`src/rtl/ps2_pkg.sv`:
```
// Shared PS/2 decoder definitions: prefix codes, the 16-key scan-code map,
// decoder state encoding and the key-index type.
package ps2_pkg;

  localparam logic [7:0] SC_E0 = 8'hE0;
  localparam logic [7:0] SC_F0 = 8'hF0;

  typedef logic [3:0] key_idx_t;

  typedef enum logic [1:0] {
    ST_IDLE,
    ST_BRK,
    ST_EXT,
    ST_EXT_BRK
  } dec_state_t;

  typedef struct packed {
    logic     hit;
    key_idx_t idx;
  } key_lookup_t;

  localparam logic [7:0] KEY_CODES [16] = '{
    8'h16, 8'h1E, 8'h26, 8'h25, 8'h2E, 8'h36, 8'h3D, 8'h3E,
    8'h46, 8'h15, 8'h1D, 8'h24, 8'h2D, 8'h2C, 8'h35, 8'h3C
  };

  function automatic key_lookup_t key_lookup(input logic [7:0] code);
    key_lookup_t r;
    r.hit = 1'b0;
    r.idx = '0;
    for (int i = 0; i < 16; i++) begin
      if (KEY_CODES[i] == code) begin
        r.hit = 1'b1;
        r.idx = key_idx_t'(i);
      end
    end
    return r;
  endfunction

endpackage

```
`src/rtl/ps2_event_fifo.sv`:
```
// First-word-fall-through event FIFO; head is visible whenever not empty.
// A push into a full FIFO is dropped unless a pop happens on the same edge.
module ps2_event_fifo #(
  parameter int DEPTH  = 4,
  parameter int DATA_W = 5
) (
  input  logic                       clk,
  input  logic                       rst,
  input  logic                       push,
  input  logic [DATA_W-1:0]          push_data,
  input  logic                       pop,
  output logic                       rd_vld,
  output logic [DATA_W-1:0]          rd_data,
  output logic [$clog2(DEPTH):0]     level,
  output logic                       drop
);

  localparam int AW = $clog2(DEPTH);
  localparam int LW = AW + 1;

  logic [DATA_W-1:0] mem [DEPTH];
  logic [AW-1:0]     wr_ptr;
  logic [AW-1:0]     rd_ptr;
  logic [LW-1:0]     count;
  logic              full;
  logic              do_pop;
  logic              do_push;

  assign full    = (count == LW'(DEPTH));
  assign do_pop  = pop && (count != '0);
  assign do_push = push && (!full || do_pop);
  assign drop    = push && full && !do_pop;

  // Storage carries data only, so it is left out of reset.
  always_ff @(posedge clk) begin
    if (do_push) mem[wr_ptr] <= push_data;
  end

  always_ff @(posedge clk or posedge rst) begin
    if (rst) begin
      wr_ptr <= '0;
      rd_ptr <= '0;
      count  <= '0;
    end else begin
      if (do_push) wr_ptr <= wr_ptr + AW'(1);
      if (do_pop)  rd_ptr <= rd_ptr + AW'(1);
      case ({do_push, do_pop})
        2'b10:   count <= count + LW'(1);
        2'b01:   count <= count - LW'(1);
        default: count <= count;
      endcase
    end
  end

  assign rd_vld  = (count != '0);
  assign rd_data = rd_vld ? mem[rd_ptr] : '0;
  assign level   = count;

endmodule

```
`src/rtl/ps2_key_event_ctrl.sv`:
```
// PS/2 set-2 scan-code decoder producing press/release events into a FIFO.
// Optional macro PS2_TYPEMATIC_FILTER_EN suppresses redundant press/release events.
module ps2_key_event_ctrl
  import ps2_pkg::*;
#(
  parameter int FIFO_DEPTH     = 4,
  parameter int PREFIX_TIMEOUT = 2500000
) (
  input  logic                          clk,
  input  logic                          rst,
  input  logic                          rx_valid,
  input  logic [7:0]                    rx_data,
  input  logic                          rx_error,
  output logic                          evt_valid,
  input  logic                          evt_ready,
  output logic [3:0]                    evt_key,
  output logic                          evt_release,
  output logic [15:0]                   key_state,
  output logic [$clog2(FIFO_DEPTH):0]   fifo_level,
  output logic                          overflow,
  input  logic                          clr_overflow
);

  localparam int TW = $clog2(PREFIX_TIMEOUT + 1);
  localparam logic [TW-1:0] TMO_LAST = TW'(PREFIX_TIMEOUT - 1);

  dec_state_t   state;
  dec_state_t   state_nxt;
  logic [TW-1:0] tmo_cnt;
  logic          tmo_hit;
  key_lookup_t   lk;
  logic          byte_ok;
  logic          dec_press;
  logic          dec_rel;
  logic          evt_vld_p0;
  logic [4:0]    evt_data_p0;
  logic [15:0]   key_state_nxt;
  logic [4:0]    head_data;
  logic          drop;

  assign tmo_hit = (state != ST_IDLE) && !rx_valid && (tmo_cnt == TMO_LAST);

  always_ff @(posedge clk or posedge rst) begin
    if (rst) begin
      state   <= ST_IDLE;
      tmo_cnt <= '0;
    end else begin
      state <= state_nxt;
      if (rx_valid || (state == ST_IDLE) || tmo_hit) tmo_cnt <= '0;
      else                                           tmo_cnt <= tmo_cnt + TW'(1);
    end
  end

  always_comb begin
    state_nxt = state;
    if (rx_valid) begin
      if (rx_error) begin
        state_nxt = ST_IDLE;
      end else begin
        case (state)
          ST_IDLE: begin
            if (rx_data == SC_F0)      state_nxt = ST_BRK;
            else if (rx_data == SC_E0) state_nxt = ST_EXT;
          end
          ST_EXT:  state_nxt = (rx_data == SC_F0) ? ST_EXT_BRK : ST_IDLE;
          default: state_nxt = ST_IDLE;
        endcase
      end
    end else if (tmo_hit) begin
      state_nxt = ST_IDLE;
    end
  end

  // Stage p0: decoded event from the byte on rx_data, enqueued on this edge.
  always_comb begin
    lk        = key_lookup(rx_data);
    byte_ok   = rx_valid && !rx_error && lk.hit;
    dec_press = byte_ok && (state == ST_IDLE);
    dec_rel   = byte_ok && (state == ST_BRK);
`ifdef PS2_TYPEMATIC_FILTER_EN
    evt_vld_p0 = (dec_press && !key_state[lk.idx]) || (dec_rel && key_state[lk.idx]);
`else
    evt_vld_p0 = dec_press || dec_rel;
`endif
    evt_data_p0   = {dec_rel, lk.idx};
    key_state_nxt = key_state;
    if (dec_press) key_state_nxt[lk.idx] = 1'b1;
    if (dec_rel)   key_state_nxt[lk.idx] = 1'b0;
  end

  always_ff @(posedge clk or posedge rst) begin
    if (rst) begin
      key_state <= '0;
      overflow  <= 1'b0;
    end else begin
      key_state <= key_state_nxt;
      if (drop)              overflow <= 1'b1;
      else if (clr_overflow) overflow <= 1'b0;
    end
  end

  ps2_event_fifo #(
    .DEPTH  (FIFO_DEPTH),
    .DATA_W (5)
  ) u_fifo (
    .clk       (clk),
    .rst       (rst),
    .push      (evt_vld_p0),
    .push_data (evt_data_p0),
    .pop       (evt_ready),
    .rd_vld    (evt_valid),
    .rd_data   (head_data),
    .level     (fifo_level),
    .drop      (drop)
  );

  assign evt_release = head_data[4];
  assign evt_key     = head_data[3:0];

endmodule

```
`config.mk`:
```
export PLATFORM = sky130hd
export DESIGN_NAME = ps2_key_event_ctrl
export DESIGN_NICKNAME = d
export VERILOG_FILES = /design/src/rtl/ps2_pkg.sv /design/src/rtl/ps2_event_fifo.sv /design/src/rtl/ps2_key_event_ctrl.sv
export SDC_FILE = /design/constraint.sdc
export NUM_CORES = 1
export LEC_CHECK = 0
export BUFFER_PORTS_ARGS = -buffer_cell sky130_fd_sc_hd__buf_2
export CORE_ASPECT_RATIO = 0.6
export CORE_UTILIZATION = 61
export CTS_CLUSTER_DIAMETER = 50
export DETAILED_ROUTE_END_ITERATION = 8
export PLACE_DENSITY_LB_ADDON = 0.25
export SLEW_MARGIN = 20
export SYNTH_ARGS = -nofsm -noshare
export SYNTH_HDL_FRONTEND = slang
export SYNTH_SLANG_ARGS = --single-unit
```
`constraint.sdc`:
```
create_clock -name clk -period 6.2 [get_ports clk]
set_clock_uncertainty 0.2 [all_clocks]
set_input_delay 0.31 -clock clk [delete_from_list [all_inputs] [get_ports clk]]
set_output_delay 0.31 -clock clk [all_outputs]
set_load 0.02 [all_outputs]
```
Word-level counts from Yosys, hierarchy flattened. Memories as Yosys holds them, arrays and structs flattened. Cells that the tools add are included.

Register bits: 48. Bits in writable memories: 20. Input port bits: 14. Output and inout bits: 26. Word-level logic and storage cells: 103. Memories: 1.

Memory list: u_fifo.mem (depth 4, width 5, read ports 1, clocked after Yosys merged registers in 0, wr ports 1, RTL line ps2_event_fifo.sv:21) `logic [DATA_W-1:0] mem [DEPTH];`.

$add $sub $neg: 5. Order comparisons: 2. Equal/unequal tests: 25. Multiplexer cells: 34. Bitwise gates (word level): 3. Reductions and logical operators: 26.

Operators with widths (count): $eq 6x8->1 const A (11); $mux 5 (17); $eq 5x8->1 const A (4); $mux 16 (2); $add 22x1->22 const B (1); $eq 22x22->1 const B (1); $mux 22 (1); $and 16x16->16 (1); $eq 8x8->1 const B (2); $not 16->16 (1); $or 16x16->16 (1); $mux 2 (6); $logic_and 1x1->1 (11); $eq 7x8->1 const A (1); $reduce_bool 2->1 (4); $pmux 3 s2 (1); $lt 4x5->1 const B (1); $mux 1 (5); $ne 5x5->1 const B (1); $add 2x1->2 const B (2); $demux 1 s4 (1); $eq 2x1->1 const B (2); $eq 2x2->1 const B (2); $ge 4x1->1 const B (1); 9 further kinds (15).

Longest topological paths before layout. Gate-level depths: netlist of the first run.

Depth after elaboration: 25. Depth in mapped cells: 12.

By module. A second synthesis of the first run with hierarchy kept.

Cell total of the unflattened synthesis: 352. Area total of the unflattened synthesis: 3806.2 µm².

By module, submodules not included: ps2_key_event_ctrl (times used 1, cells each 265, area each 2508.7 µm², sequential area each 1026.0 µm²); ps2_event_fifo (times used 1, cells each 87, area each 1297.5 µm², sequential area each 775.7 µm²).

Least setup slack after synthesis of the first run. No wires, ideal clock.

Path type: register -> register. Start: reg u_fifo.count[1], in the netlist u_fifo.level[1]. End: reg u_fifo.count[2], in the netlist u_fifo.level[2]. Setup time: 0.080 ns. Arrival time: 2.333 ns. Required time: 5.920 ns. Setup slack: 3.587 ns. Cell stages (with the launch flop): 11. Buffers on the path: 0. Period minus slack after synthesis: 2.613 ns. Cells stage by stage: dfrtp_1 or4b_2 nand2_1 a21oi_4 inv_1 ha_1 inv_1 fa_1 xor2_1 nor2_1 xor2_1.

Longest elaborated chain between the ends: 6. Elaborated cells on any way between the ends: 12. Classes of those cells: 2 x add/sub; 3 x eq/ne; 1 x mux; 6 x reduce/logical.

Ends and longest elaborated chain: from (decl) (RTL line ps2_event_fifo.sv:24) `logic [LW-1:0] count;`; from (signal assigned) (RTL line ps2_event_fifo.sv:48) `2'b10: count <= count + LW'(1);`; from (signal assigned) (RTL line ps2_event_fifo.sv:49) `2'b01: count <= count - LW'(1);`; from (signal assigned) (RTL line ps2_event_fifo.sv:50) `default: count <= count;`; $eq 3x3->1 or $reduce_bool 3->1 (tied branches) (RTL line ps2_event_fifo.sv:29, ps2_event_fifo.sv:30); $logic_not 1->1 or $logic_and 1x1->1 (tied branches) (RTL line ps2_event_fifo.sv:31, ps2_event_fifo.sv:30); $logic_or 1x1->1 (RTL line ps2_event_fifo.sv:31) `assign do_push = push && (!full || do_pop);`; $logic_and 1x1->1 (RTL line ps2_event_fifo.sv:31); $eq 2x1->1 or $eq 2x2->1 (tied branches) (RTL line ps2_event_fifo.sv:47) `case ({do_push, do_pop})`; $pmux 3 s2 or $reduce_bool 2->1 (tied branches).

Parallel ways exist; a longest one is shown, timed or not. A chain may end at the register's enable or synchronous reset.

Worst setup path after layout of the first run. Same ends and word-level chain as after synthesis.

==> qor.yml, run 1 <==
drt:
  starting_drc_count_in_detailed_routing: 221
  ant_nets: 0
  vias: 2623
  wl_per_cell_um: 16.5
  postRouteWirelength_um: 7290
  first_pass_iters: 6
  viasPerCell: 5.93
  route.detailed.drc: 0
global_routing:
  met3_usage: 0.0545
  grt_overflow: 0
  met2_usage: 0.391
  grt_start_max_net_pins: 49
  grt_antenna_before_repair: 0
  layer_carrying_the_most_global_route_usage: "met2"
  grt_use_met1: 0.372
  globalRouteTotalUtil: 0.254
  first_global_vias: 2303
  global_route_wire_length_before_repair_um: 11600
floorplanning:
  io_pins: 40
  core_area_mm2: 0.00560
  die_h_um: 61.2
  dieArea_mm2: 0.00617
  fp.dieW_um: 101
  start_util: 0.637
  row_count: 21
setup_path:
  path_class: "flip-flop to flip-flop"
  arrival_ns: 2.80
  timing.critical_path.to_type: "flip-flop"
  startpoint_type: "flip-flop"
  worst-path-max-fanout: 7
  critPathRequiredTime_ns: 6.26
finish:
  stdcell_area_mm2: 0.00400
  area_growth_from_synthesis_to_layout_pct: 12.0
  fraction_of_layout_cells_with_a_size_suffix_above_1: 0.202
  layout.cells.most_common_list: "48 x sky130_fd_sc_hd__dfrtp_1, 39 x sky130_fd_sc_hd__buf_2, 35 x sky130_fd_sc_hd__nor2_1"
  antenna_cells_inserted: 0
  most_common_library_cell_in_the_layout_ignoring_fill_and_taps: "sky130_fd_sc_hd__dfrtp_1"
  design.final.nets: 378
  final_core_util: 0.714
synthesis:
  post_synth_inst_count: 323
  synth.ff_latch_count: 68
  netlist_area_mm2: 0.00357
  synth_compound_gate_area_share: 0.0870
  post_synth_and_or_nand_nor_area_fraction: 0.221
  muxShareOfSynthArea: 0.0470
  synth_cell_type_count: 56
  ys.flop_type: "sky130_fd_sc_hd__dfrtp_1"
  adder_cell_fraction_of_synth_area: 0.0267
  synth_enable_flop_cells: 20
  synth_xor_area_frac: 0.0687
  largest_family_of_logic_cells_by_synthesized_area: "simple AND/OR/NAND/NOR gates"
  synth-seq-area-share: 0.505
  avgSynthCellArea_um2: 11.0
  synthTopCellsByArea: "sky130_fd_sc_hd__dfrtp_1 34%, sky130_fd_sc_hd__edfxtp_1 17%, sky130_fd_sc_hd__xor2_1 3.9%"
  yosys_warnings: 0
  yosys.area.top_type: "sky130_fd_sc_hd__dfrtp_1"
  synth_top_area_frac: 0.337
  synth-async-reset-ratio: 0.706
  mappedNetlistNets: 344
clock_network:
  clk_latency_ns: 0.34
  ctsRootBufferMaster: "sky130_fd_sc_hd__clkbuf_8"
  tritoncts_clock_tree: "done"
  cts_max_level: 3
  cts-root-to-sink-buffers: 2
  cts-buffers-inserted: 9
  post_cts_hold_buffer_count: 0
  clock-sinks: 68
  worst_setup_hold_path_clk_slew_ns: 0.07
  ctsResizeCount: 0
  postCtsSetupRepairBufs: 0
power_and_ir_drop:
  combPwrFrac: 0.211
  irDropWorstVdd_mv: 0.162
  powerDensity_mw_per_mm2: 293
  p_clk_frac: 0.336
  internal_power_contribution_uw: 829
  p_sw_frac: 0.292
  power.static_leakage_nw: 1.72
  power.sequential.fraction: 0.453
  net_switching_power_uw: 342
hold_path:
  worst_hold_path_type: "input port to flip-flop"
sta:
  tightestPinTransition_ns: 0.918
  timing.slew.headroom: 0.388
  timing.final.crit_period_ns: 2.73
  clock.fmax_mhz: 366
  unrepaired_setup_endpoints_after_global_routing: "no"
  final-setup-viol-count: 0
  count_of_final_max_slew_check_failures: 0
  share_of_the_clock_period_used_by_the_worst_path: 0.441
  fin_worst_hold_slack_ns: 0.0744
  hold_viol: 0
  finalSetupTns_ns: 0
placed_design:
  finalWeightedCongestion: 0.883
  dp.final_hpwl_um: 5120
  port_buffers: 39
  post_dp_cell_area_mm2: 0.00377
flow_run:
  maxCapViolCount: 0
status:
  status: "complete, no violations"
path summary, 6_finish.rpt:
path | start | to | slack (ns) | depth (start not counted)
worst max-delay path | u_fifo.level[1] | u_fifo.level[2] | 3.47 | 10
worst min-delay path | clr_overflow | overflow | 0.07 | 3
worst max register to register | u_fifo.level[1] | u_fifo.level[2] | 3.47 | 10
worst min register to register | key_state[11] | key_state[11] | 0.28 | 1
max in group asynchronous | rst | tmo_cnt[21] | 4.86 | 3
min in group asynchronous | rst | u_fifo.rd_ptr[1] | 0.44 | 3
flip-flops by register name, summed over array words and instances, names as in the netlist:
name           flops
u_fifo.mem        20
tmo_cnt           22
u_fifo.level       3
state              2
overflow           1
u_fifo.wr_ptr      2
u_fifo.rd_ptr      2
key_state         16
power groups by stage:
stage | Clock, mW | Sequential (mW) | Combinational (mW)
after detailed placement | 0 | 0.541 | 0.248
after floorplan | 0 | 0.533 | 0.185
final | 0.393 | 0.531 | 0.247
after global routing | 0.415 | 0.536 | 0.270
after CTS | 0.400 | 0.531 | 0.249
after global placement | 0 | 0.538 | 0.238
area by class of cell:
type	count	area [µm²]
Inverter	17	65.1
Timing Repair Buffer	40	205
Clock inverter	5	85.1
Fill cell	401	1600
Clock buffer	11	131
Tap cell	80	100
Sequential cell	68	1800
Multi-Input combinational cell	221	1610
cells by family (layout without fill, tap and decap cells):
logic type,after synthesis,in the layout
AOI/OAI and AO/OA,42,42
buffers and inverters,34,73
adders and majority gates,7,7
muxes,10,10
xor gates and xnor gates,28,28
and+or+nand+nor,134,134
DFF,68,68
synthesized netlist by cell type (all sizes together) (3+ instances only):
master  count
nor4        4
nor3        6
a31oi       3
mux4        5
buf        11
a41oi       5
xor2       16
nand3      14
o21ai       7
mux2i       4
nor2       35
clkbuf      6
nor4b       4
edfxtp     20
xnor2      12
ha          6
and3        7
and4        4
nand2      18
a22o        4
and2       11
nor2b       5
o31ai       3
inv        17
a21oi      11
nand4       9
dfrtp      48
worst max-delay path, stage by stage (launching register included):
cell	delay, ns
sky130_fd_sc_hd__dfrtp_1	0.41
sky130_fd_sc_hd__or4b_2	0.73
sky130_fd_sc_hd__nand2_1	0.14
sky130_fd_sc_hd__a21oi_4	0.06
sky130_fd_sc_hd__inv_1	0.07
sky130_fd_sc_hd__ha_1	0.17
sky130_fd_sc_hd__inv_1	0.06
sky130_fd_sc_hd__fa_1	0.38
sky130_fd_sc_hd__xor2_1	0.16
sky130_fd_sc_hd__nor2_1	0.12
sky130_fd_sc_hd__xor2_1	0.15
metrics by stage:
step	power, mW	std cells	worst slack [ns]
final	1.17	442	3.47
after global routing	1.22	442	3.32
after CTS	1.18	441	3.47
after detailed placement	0.788	425	3.42
after global placement	0.776	425	3.52
after floorplan	0.719	323	3.59
routing by layer:
layer / vias up / share of wire
met5: - / 0
met4: 0 / 0.014
met3: 14 / 0.064
met2: 105 / 0.44
met1: 1285 / 0.48
li1: 1219 / -
Power figures use the tool's default switching activity.
==> run 2, diff against run 1 <==
- ABC_AREA: unset -> 1
- CORE_UTILIZATION: 61 -> 53
- clock period: 6.2 -> 2.2 ns (I/O delays scaled with it)
==> run 2 against run 1 <==
Final area is 19% higher. Core utilization is 0.53 points lower. Register-to-register slack worse by 3.4 ns. Synthesized cell count is 41% higher. Non-clock buffer count is 50 higher. Combinational power grew to 4.0 times the previous value. Clock power grew to 3.9 times the previous value. Global-route usage is 2.1 points higher. Power grew to 3.4 times the previous value. Critical path type unchanged. Critical endpoint unchanged. Largest power group is now clock.
==> qor.yml, run 2 <==
floorplanning:
  core_area_mm2: 0.00671  # +20%
  dieArea_mm2: 0.00731  # +18%
  fp.dieW_um: 110  # +8.9%
  row_count: 23  # +9.5%
  start_util: 0.550  # -0.0875
  io_pins: 40  # unchanged
  die_h_um: 66.6  # +8.8%
finish:
  final.fill_count: 525  # +31%
  final_core_util: 0.709  # -0.00531
  stdcell_area_mm2: 0.00475  # +19%
  fraction_of_layout_cells_with_a_size_suffix_above_1: 0.247  # +0.0456
  largest_register_ff_count: 22  # unchanged
  reg.largest.list: "tmo_cnt x22, u_fifo.mem x20, key_state x16"
  largest_register: "tmo_cnt"
  area_growth_from_synthesis_to_layout_pct: 28.8
  most_common_library_cell_in_the_layout_ignoring_fill_and_taps: "sky130_fd_sc_hd__nand2_1"
  layout.cells.most_common_list: "75 x sky130_fd_sc_hd__nand2_1, 74 x sky130_fd_sc_hd__nor2_1, 72 x sky130_fd_sc_hd__inv_1"
  design.final.nets: 570  # +51%
  antenna_cells_inserted: 0  # unchanged
hold_path:
  worst_hold_path_type: "input port to flip-flop"
clock_network:
  cts-root-to-sink-buffers: 2  # unchanged
  postCtsSetupRepairBufs: 0  # unchanged
  cts-buffers-inserted: 9  # unchanged
  ctsRootBufferMaster: "sky130_fd_sc_hd__clkbuf_16"
  clock-sinks: 68  # unchanged
  tritoncts_clock_tree: "done"
  cts_max_level: 3  # unchanged
  clk_latency_ns: 0.33  # about the same
  worst_setup_hold_path_clk_slew_ns: 0.06  # about the same
synthesis:
  synth-seq-area-share: 0.489  # -0.0165
  synth.ff_latch_count: 68  # unchanged
  most_repeated_cell_in_the_gate_level_netlist_after_synthesis: "sky130_fd_sc_hd__nor2_1"
  synth_enable_flop_cells: 20  # unchanged
  synth.cells.most_frequent: "81 x sky130_fd_sc_hd__nor2_1, 78 x sky130_fd_sc_hd__nand2_1, 74 x sky130_fd_sc_hd__inv_1, 48 x sky130_fd_sc_hd__dfrtp_1, 27 x sky130_fd_sc_hd__o21ai_0"
  synth_top_area_frac: 0.326  # -0.0110
  post_synth_inst_count: 455  # +41%
  netlist_area_mm2: 0.00369  # +3.4%
  mappedNetlistNets: 476  # +38%
  yosys_warnings: 0  # unchanged
  ys.flop_type: "sky130_fd_sc_hd__dfrtp_1"
  avgSynthCellArea_um2: 8.10  # -27%
  synth-async-reset-ratio: 0.706  # unchanged
  synthTopCellsByArea: "sky130_fd_sc_hd__dfrtp_1 33%, sky130_fd_sc_hd__edfxtp_1 16%, sky130_fd_sc_hd__nor2_1 8.2%"
  yosys.area.top_type: "sky130_fd_sc_hd__dfrtp_1"
  synth_cell_type_count: 36  # -36%
global_routing:
  grt_antenna_before_repair: 0  # unchanged
  globalRouteTotalUtil: 0.275  # +0.0207
  global_route_wire_length_before_repair_um: 14800  # +28%
  grt_overflow: 0  # unchanged
  grt_start_max_net_pins: 25  # -49%
  first_global_vias: 3137  # +36%
setup_path:
  critPathRequiredTime_ns: 2.22  # -4.04 ns
  ff2ff_setup_slack_ns: 0.10  # -3.36 ns
  arrival_ns: 2.11  # -0.69 ns
  path_class: "flip-flop to flip-flop"
  startpoint_type: "flip-flop"
  worst-path-max-fanout: 2  # -5
  timing.critical_path.to_type: "flip-flop"
drt:
  wl_per_cell_um: 14.3  # -13%
  starting_drc_count_in_detailed_routing: 308  # +39%
  ant_nets: 0  # unchanged
  first_pass_iters: 5  # -1
  postRouteWirelength_um: 9190  # +26%
  viasPerCell: 5.34  # -10%
  vias: 3421  # +30%
  route.detailed.drc: 0  # unchanged
sta:
  hold_viol: 0  # unchanged
  fin_worst_hold_slack_ns: 0.111  # +0.0371 ns
  share_of_the_clock_period_used_by_the_worst_path: 0.953  # +0.513
  timing.slew.headroom: 0.662  # +0.274
  count_of_final_max_slew_check_failures: 0  # unchanged
  tightestPinTransition_ns: 0.506  # -0.412 ns
  timing.final.crit_period_ns: 2.10  # -0.635 ns
  unrepaired_setup_endpoints_after_global_routing: "yes"
  clock.fmax_mhz: 477  # +30%
  final-setup-viol-count: 0  # unchanged
placed_design:
  post_dp_cell_area_mm2: 0.00431  # +15%
  finalWeightedCongestion: 0.961  # +8.9%
  port_buffers: 39  # unchanged
  dp.final_hpwl_um: 6710  # +31%
power_and_ir_drop:
  power_mw: 3.99  # +240%
  irDropWorstVdd_mv: 0.684  # +320%
  power.static_leakage_nw: 2.35  # +37%
  powerDensity_mw_per_mm2: 839  # +190%
status:
  status: "complete, no violations"
flow_run:
  maxCapViolCount: 0  # unchanged
## run 2: changes by cell type in the layout (fill, tap and decap cells not counted), moves of 13 or more
cell | before | now
sky130_fd_sc_hd__inv_1 | 16 | 72
sky130_fd_sc_hd__nor2_1 | 35 | 74
sky130_fd_sc_hd__buf_4 | 0 | 44
sky130_fd_sc_hd__o21ai_0 | 6 | 26
sky130_fd_sc_hd__o21bai_1 | 0 | 13
sky130_fd_sc_hd__nand2_1 | 18 | 75
## run 2: routing by layer
metal,vias up,global-route usage,wire length (µm)
li1,1650,-,-
met4,0,0.0900,125
met2,139,0.400,3920
met5,-,0,0
met1,1616,0.389,4410
met3,16,0.0822,734
## run 2: per-stage QoR
step,setup slack [ns],cells,setup TNS (ns)
2_1_floorplan,0.00411,455,0
3_3_place_gp,-0.0650,618,-0.0650
3_5_place_dp,-0.109,618,-0.148
4_1_cts,0.0439,641,0
5_1_grt,-0.0632,641,-0.124
6_report,0.103,641,0
## run 2: report_power, final
group / switching [mW] / internal, mW
sequential: 0.107 / 1.38
clock: 0.540 / 0.985
combinational: 0.604 / 0.371
total: 1.25 / 2.74
## run 2: final timing paths
path | from | endpoint | cells after the start
max | u_fifo.level[0] | u_fifo.level[2] | 11
min | rx_data[7] | key_state[8] | 6
max reg2reg | u_fifo.level[0] | u_fifo.level[2] | 11
min reg2reg | tmo_cnt[0] | tmo_cnt[0] | 1
max in group asynchronous | rst | key_state[8] | 4
min in group asynchronous | rst | u_fifo.rd_ptr[1] | 3
## run 2: final cells by class
type	instances	area (µm²)	area share
inverter	76	285	0.0600
clock inverter	7	91.3	0.0192
clock buffer	9	225	0.0474
tap	87	109	0.0229
multi-input combinational	304	1640	0.345
timing repair buffer	90	596	0.125
sequential	68	1800	0.380
## run 2: timing repair
item | CTS | global route
hold endpoints to repair | 26 | 0
hold buffers | 7 | 0
pin swaps | 0 | 3
endpoints found under the setup margin | 1 | 24
gates resized for setup | 1 | 12
## run 2: worst max-delay path, cell delays in order (launching register included)
cell	delay, ns
sky130_fd_sc_hd__dfrtp_2	0.39
sky130_fd_sc_hd__nor2_4	0.05
sky130_fd_sc_hd__buf_4	0.12
sky130_fd_sc_hd__nand2_2	0.05
sky130_fd_sc_hd__inv_1	0.05
sky130_fd_sc_hd__nor2_2	0.13
sky130_fd_sc_hd__ha_1	0.16
sky130_fd_sc_hd__inv_1	0.06
sky130_fd_sc_hd__fa_1	0.41
sky130_fd_sc_hd__a21oi_2	0.14
sky130_fd_sc_hd__o21ai_1	0.08
sky130_fd_sc_hd__xor2_1	0.14
## run 2: logic make-up (layout without fill, tap and decap cells)
| logic type | after synthesis | in the layout | synth area share |
|---|---|---|---|
| compound gates | 64 | 64 | 0.0974 |
| flops | 68 | 68 | 0.489 |
| fa+ha+maj | 7 | 7 | 0.0258 |
| simple gates | 225 | 225 | 0.279 |
| buf+inv | 83 | 182 | 0.0899 |
| xor+xnor | 8 | 8 | 0.0190 |
